### src/rtl/mem_pkg.sv
// Shared constants and state encoding for the multi-read-port memory and its
// clear sequencer.
package mem_pkg;

  localparam int MEM_DW = 8;
  localparam int MEM_AW = 8;
  localparam int MEM_NR = 2;

  typedef enum logic [0:0] {
    MEM_CLEAR = 1'b0,
    MEM_READY = 1'b1
  } mem_state_t;

endpackage

### src/rtl/mem_clear_ctl.sv
// Clear sequencer: after reset, sweeps every address once with a write strobe,
// then parks in READY until the next reset.
module mem_clear_ctl
  import mem_pkg::*;
#(
  parameter int AW = MEM_AW
) (
  input  logic          clk,
  input  logic          rst,
  output logic          clr_we,
  output logic [AW-1:0] clr_addr,
  output logic          busy
);

  localparam logic [AW-1:0] CNT_LAST = {AW{1'b1}};
  localparam logic [AW-1:0] CNT_ONE  = {{(AW-1){1'b0}}, 1'b1};

  mem_state_t    state_q, state_d;
  logic [AW-1:0] cnt_q, cnt_d;
  logic          busy_q, busy_d;

  // Next-state logic; the sweep write is suppressed while reset is held.
  always_comb begin
    state_d = state_q;
    cnt_d   = cnt_q;
    busy_d  = busy_q;
    clr_we  = 1'b0;
    case (state_q)
      MEM_CLEAR: begin
        clr_we = ~rst;
        cnt_d  = cnt_q + CNT_ONE;
        if (cnt_q == CNT_LAST) begin
          state_d = MEM_READY;
          busy_d  = 1'b0;
        end else begin
          busy_d  = 1'b1;
        end
      end
      MEM_READY: begin
        busy_d = 1'b0;
      end
      default: begin
        state_d = MEM_CLEAR;
        cnt_d   = '0;
        busy_d  = 1'b1;
      end
    endcase
  end

  // State, sweep counter and busy flag registers.
  always_ff @(posedge clk) begin
    if (rst) begin
      state_q <= MEM_CLEAR;
      cnt_q   <= '0;
      busy_q  <= 1'b1;
    end else begin
      state_q <= state_d;
      cnt_q   <= cnt_d;
      busy_q  <= busy_d;
    end
  end

  assign clr_addr = cnt_q;
  assign busy     = busy_q;

endmodule

### src/rtl/mem_nport.sv
// NR-read / 1-write synchronous memory with registered reads, configurable
// read-during-write bypass and a reset-triggered clear sweep.
module mem_nport
  import mem_pkg::*;
#(
  parameter int             DW      = MEM_DW,
  parameter int             AW      = MEM_AW,
  parameter int             NR      = MEM_NR,
  parameter int             BYPASS  = 1,
  parameter logic [DW-1:0]  CLR_VAL = '0
) (
  input  logic             clk,
  input  logic             rst,
  input  logic             wr_en,
  input  logic [AW-1:0]    wr_addr,
  input  logic [DW-1:0]    wr_data,
  input  logic [NR*AW-1:0] rd_addr,
  output logic [NR*DW-1:0] rd_data,
  output logic             busy
);

  localparam int DEPTH = 1 << AW;

  logic [DW-1:0]    mem_q [DEPTH];
  logic             clr_we_s;
  logic [AW-1:0]    clr_addr_s;
  logic             busy_s;
  logic             user_we_s;
  logic             mem_we_s;
  logic [AW-1:0]    mem_waddr_s;
  logic [DW-1:0]    mem_wdata_s;
  logic [NR*DW-1:0] rd_data_d, rd_data_q;

  mem_clear_ctl #(
    .AW (AW)
  ) u_clear_ctl (
    .clk      (clk),
    .rst      (rst),
    .clr_we   (clr_we_s),
    .clr_addr (clr_addr_s),
    .busy     (busy_s)
  );

  assign user_we_s = wr_en & ~busy_s & ~rst;

  // Single physical write port: the sweep owns it while busy.
  always_comb begin
    mem_we_s    = 1'b0;
    mem_waddr_s = wr_addr;
    mem_wdata_s = wr_data;
    if (clr_we_s) begin
      mem_we_s    = 1'b1;
      mem_waddr_s = clr_addr_s;
      mem_wdata_s = CLR_VAL;
    end else begin
      mem_we_s    = user_we_s;
    end
  end

  // Storage array; intentionally not reset, the sweep initialises it.
  always_ff @(posedge clk) begin
    if (mem_we_s) begin
      mem_q[mem_waddr_s] <= mem_wdata_s;
    end
  end

  // Per-port read mux with independent same-address bypass compare.
  always_comb begin
    rd_data_d = '0;
    if (!busy_s) begin
      for (int i = 0; i < NR; i++) begin
        if ((BYPASS != 0) && user_we_s && (wr_addr == rd_addr[i*AW +: AW])) begin
          rd_data_d[i*DW +: DW] = wr_data;
        end else begin
          rd_data_d[i*DW +: DW] = mem_q[rd_addr[i*AW +: AW]];
        end
      end
    end else begin
      rd_data_d = '0;
    end
  end

  // Registered read data, cleared on reset.
  always_ff @(posedge clk) begin
    if (rst) begin
      rd_data_q <= '0;
    end else begin
      rd_data_q <= rd_data_d;
    end
  end

  assign rd_data = rd_data_q;
  assign busy    = busy_s;

endmodule

### config.mk
export PLATFORM = sky130hd
export DESIGN_NAME = mem_nport
export DESIGN_NICKNAME = d
export VERILOG_FILES = /design/src/rtl/mem_pkg.sv /design/src/rtl/mem_clear_ctl.sv /design/src/rtl/mem_nport.sv
export SDC_FILE = /design/constraint.sdc
export NUM_CORES = 2
export LEC_CHECK = 0
export CAP_MARGIN = 20
export CORE_UTILIZATION = 45
export CTS_CLUSTER_SIZE = 24
export DETAILED_ROUTE_END_ITERATION = 16
export SLEW_MARGIN = 15
export SYNTH_ARGS = -nofsm -noshare
export SYNTH_HDL_FRONTEND = slang
export SYNTH_SLANG_ARGS = --single-unit
### constraint.sdc
create_clock -name clk -period 7.06 [get_ports clk]
set_clock_uncertainty 0.05 [all_clocks]
set_input_delay 1.412 -clock clk [delete_from_list [all_inputs] [get_ports clk]]
set_output_delay 1.412 -clock clk [all_outputs]
set_load 0.01 [all_outputs]
### Word-level counts from Yosys, hierarchy flattened

Memories as Yosys holds them, arrays and structs flattened.
Index checks and enable logic that the tools add are counted.

| storage, ports and cells | value |
|---|---|
| register bits | 26 |
| bits in writable memories | 2048 |
| input bits | 35 |
| output and inout bits | 17 |
| word-level logic and storage cells | 29 |
| memories kept | 1 |

| operators by class | value |
|---|---|
| add/sub/neg operators | 1 |
| equality and inequality tests | 3 |
| mux-type cells | 12 |
| bitwise gates (word level) | 5 |
| reduce and logical (&&, ||, !) cells | 3 |

Memory list:

| name | depth | bits a word | rd ports | clocked after Yosys merged registers in | wr ports | line | text |
|---|---|---|---|---|---|---|---|
| mem_q | 256 | 8 | 2 | 0 | 1 | mem_nport.sv:24 | `logic [DW-1:0] mem_q [DEPTH];` |

Operator list:

| cell | count |
|---|---|
| $mux 8 | 4 |
| $eq 8x8->1 | 2 |
| $add 8x1->8 const B | 1 |
| $eq 8x8->1 const B | 1 |
| $mux 1 | 7 |
| $not 1->1 | 3 |
| $and 1x1->1 | 2 |
| $logic_and 1x1->1 | 2 |
| $pmux 1 s2 | 1 |
| $reduce_or 2->1 | 1 |

### Logic depth before layout (Yosys ltp)

| logic depth | value |
|---|---|
| depth in word-level cells | 6 |
| gate-level depth with buffers | 13 |
| mapped depth without buffers | 7 |

### Modules after synthesis

From an unflattened synthesis, not the netlist that was laid out.

| second synthesis, totals | value |
|---|---|
| cell total of the unflattened synthesis | 5307 |
| area total of the unflattened synthesis | 97716.2 µm² |

Modules (own cells, without submodules):

| module | instances | cells an instance | area each (µm²) | seq. area each (µm²) |
|---|---|---|---|---|
| mem_nport | 1 | 5261 | 97268.3 | 61819.3 |
| mem_clear_ctl | 1 | 46 | 447.9 | 200.2 |

### Least setup slack after synthesis

Ideal clock, no wire load.

| timing path | value |
|---|---|
| kind | in2reg |
| start point | input rst |
| end point | memory mem_q[0][0] in the netlist's numbering (data pin) |
| library setup time | 0.869 ns |
| arrival | 5.253 ns |
| data required time | 6.141 ns |
| path slack | 0.888 ns |
| cell stages on the path | 4 |
| path buffers | 2 |
| cell sequence | or2_2 > clkbuf_1 > clkbuf_1 > and2_1 |

| between the ends | value |
|---|---|
| cells in the longest elaborated chain, start to end | 3 |

RTL lines:

| item | line | text |
|---|---|---|
| from (decl) | mem_nport.sv:13 | `input logic rst,` |
| $not 1->1 | mem_clear_ctl.sv:30 | `clr_we = ~rst;` |
| $mux 1 | mem_clear_ctl.sv:28 | `case (state_q)` |
| $mux 8 | mem_nport.sv:51 | `if (clr_we_s) begin` |
| named net mem_wdata_s[0] | mem_nport.sv:31 | `logic [DW-1:0] mem_wdata_s;` |
| to (decl) | mem_nport.sv:24 |  |

The timed path passes the listed nets, and every way through them passes these cells.

### Worst setup path after layout

| timing path | value |
|---|---|
| start point | input rd_addr[13] |
| end point | register rd_data_q[8] (netlist: rd_data[8]) |

| between the ends | value |
|---|---|
| cells in the longest elaborated chain, start to end | 3 |
| elaborated cells between the ends (all ways) | 4 |
| those cells by class | 1 x eq/ne; 1 x mux; 1 x reduce/logical; 1 x memory |

RTL lines:

| item | line | text |
|---|---|---|
| from (decl) | mem_nport.sv:17 | `input logic [NR*AW-1:0] rd_addr,` |
| branches (longest 2 deep; another with $mem_v2 256x8) | n/a |  |
| $mux 8 (*) | mem_nport.sv:72 | `if ((BYPASS != 0) && user_we_s && (wr_addr == rd_addr[i*AW +: AW])) begin` |
| to (signal assigned) | mem_nport.sv:88 | `rd_data_q <= rd_data_d;` |
| to (decl) | mem_nport.sv:32 | `logic [NR*DW-1:0] rd_data_d, rd_data_q;` |

Mark *: on every way between the ends.
A chain may end at the register's enable or synchronous reset.

==> impl_metrics.json <==
{
  "dpl.hpwl_mm": 221.3,
  "muxShareOfSynthArea": 0.2662,
  "syn-cell-area_sq_um": 97780,
  "fp.coreArea_sq_um": 215300,
  "power_density_nw_per_um2": 253.2,
  "tightest_slew_ns": 1.208,
  "crit_path_top_delay_cell": "nor2_2",
  "holdCritPathClass": "flip-flop to flip-flop",
  "synth_largest_area_cell": "edfxtp_1",
  "synth-edff-count": 2048,
  "antenna_left": 0,
  "worst_ep_arrival_time_ns": 5.83,
  "synth_seq_cells": 2074,
  "ir_drop_v": 0.0002967,
  "path_cells": "buf_2, buf_4, nand3b_1, nor2_2, a32oi_1, o2111ai_1, nor4_1, a211o_1",
  "synthCells": 5128,
  "dr.pass1.iters": 6,
  "syn_nets": 5164,
  "synth_flop_cell": "edfxtp_1",
  "setup_violations": 0,
  "layout.nets": 5212,
  "vias": 57470,
  "status": "complete, no violations",
  "drive_above_1_share": 0.2904,
  "die_w_um": 468.2,
  "cts_num_sinks": 2074,
  "dieArea_sq_um": 219200,
  "crit_fanout": 22,
  "synthSimpleGateAreaFrac": 0.03377,
  "cts_tree": "built",
  "clk_pin_slew_ns": 0.07,
  "drt_iter0_markers": 8202,
  "yosysTopAreaCellShare": 0.6289,
  "clk_path_buf_depth": 3,
  "grt_overflow": 0,
  "drv_cap": 0,
  "die_y_um": 468.2,
  "final_common_cell": "edfxtp_1",
  "cts_buffers": 216,
  "yosysWarnings": 0,
  "cp_num_buf_inv": 2,
  "fin_cells": 8209,
  "synth.avg_cell_area_sq_um": 19.07,
  "leakage_nw": 34.03,
  "port_buffers": 51,
  "start_util": 0.4543,
  "pin_count": 52,
  "place_congestion": 1.008,
  "synthXorXnorAreaFrac": 0.002060,
  "ys_seq_area_frac": 0.6343,
  "synth-compound-area-share": 0.03756,
  "fin_setup_tns_ns": 0,
  "h-tree-depth": 4,
  "slew_viol_final": 0,
  "crit_type": "primary input to flip-flop",
  "wirelength_mm": 335.0,
  "syn_to_final_growth_pct": 10.81,
  "cp-end-kind": "flip-flop",
  "critical-path-top-delay-family": "simple AND/OR/NAND/NOR gates",
  "grt_pass1_vias": 57040,
  "grt_max_degree": 145,
  "cts_root_buf": "clkbuf_16",
  "rows": 170,
  "start_kind": "primary input",
  "max_stage_delay_ns": 1.00,
  "yosys-top-cells-area": "edfxtp_1, mux4_2, mux2i_1",
  "cts_resized": 0,
  "cts_hold_buf": 0,
  "grt_pass1_wl_mm": 463.9,
  "slew_headroom": 0.1916,
  "layout_common_cells": "edfxtp_1, mux4_2, nor2_1, mux2i_1, clkbuf_16",
  "postCtsSetupBuffers": 0,
  "avgViaCountPerCell": 7.001,
  "ys_types": 67,
  "antenna_found_initial": 15,
  "clk_latency_ns": 0.89,
  "routedWlPerCell_um": 40.80,
  "async_flop_share": 0,
  "power_mw": 27.44,
  "grt.total_usage": 0.3072,
  "synthAdderAreaFrac": 0.0001280,
  "rsz0062_at_grt": "false",
  "fin_crit_ns": 5.101,
  "required_ns": 7.79,
  "fmax_ghz": 0.1961,
  "synth_top_family_by_area": "multiplexers",
  "hold_viol": 0,
  "dpl.cell_count": 7795,
  "fin_crit_sh": 0.7225,
  "drc": 0
}
power by group:
part	internal [mW]	switching, mW	leakage [nW]
Clock	6.45	5.05	3.40
Sequential	13.5	0.00889	18.9
Combinational	0.831	1.56	11.7
cells in the mapped netlist (29+ instances only):
cell type,count
buf_2,114
mux4_2,1001
a22oi_1,56
nor3_1,31
mux2i_1,345
buf_4,54
o22ai_1,68
o221ai_1,120
a21oi_1,66
buf_6,68
nor2_1,353
o21ai_0,29
nand3_1,68
clkbuf_1,140
nand2_1,198
edfxtp_1,2048
final cells by class:
class                      instances  area [sq um]
fill                           17360        106900
sequential                      2074         62020
antenna                            6         15.01
clock inverter                   148          1420
multi-input combinational       2638         33320
timing repair buffer             235          2364
clock buffer                     259          5609
inverter                          11         56.30
tap                             2838          3551
registers in the layout, indices dropped and copies added, names as in the netlist:
signal,count
mem_q,2048
rd_data,16
u_clear_ctl.busy,1
u_clear_ctl.clr_addr,8
u_clear_ctl.state_q,1
metrics by stage:
step,hold slack (ns),util,setup slack [ns],instance area [sq um]
detailed placement,0.5412,0.4706,1.294,101300
global placement,0.5394,0.4705,1.200,101300
finish,0.5743,0.5034,1.959,108400
floorplan,0.4783,-,0.8882,97780
CTS,0.5609,0.5032,2.210,108300
global route,0.6089,0.5033,1.961,108300
routing by layer:
layer / track usage / vias up / wire length [um]
li1: - / 22100 / -
met1: 0.4100 / 30750 / 124500
met2: 0.4612 / 3809 / 151900
met3: 0.07763 / 796 / 36560
met4: 0.1719 / 12 / 21960
met5: 0 / - / 72
tightest hold or removal path: stages (launching register included):
cell	delay [ns]
dfxtp_1	0.36
xor2_1	0.17
nor2_1	0.04
cell families after synthesis:
kind of cell    count (synthesis)
simple gates                  760
buf+inv                       416
fa+ha+maj                       1
compound gates                505
mux                          1349
flops                        2074
xor+xnor                       23
path summary, 6_finish.rpt:
path                                start  cells after the start                 endpoint  slack [ns]
setup / recovery              rd_addr[13]                      8               rd_data[8]        1.96
hold / removal    u_clear_ctl.clr_addr[5]                      2  u_clear_ctl.clr_addr[5]        0.57
setup reg to reg      u_clear_ctl.state_q                      5            mem_q[115][7]        3.13
hold reg to reg   u_clear_ctl.clr_addr[5]                      2  u_clear_ctl.clr_addr[5]        0.57
No activity file was read; power rests on OpenSTA's default activity.
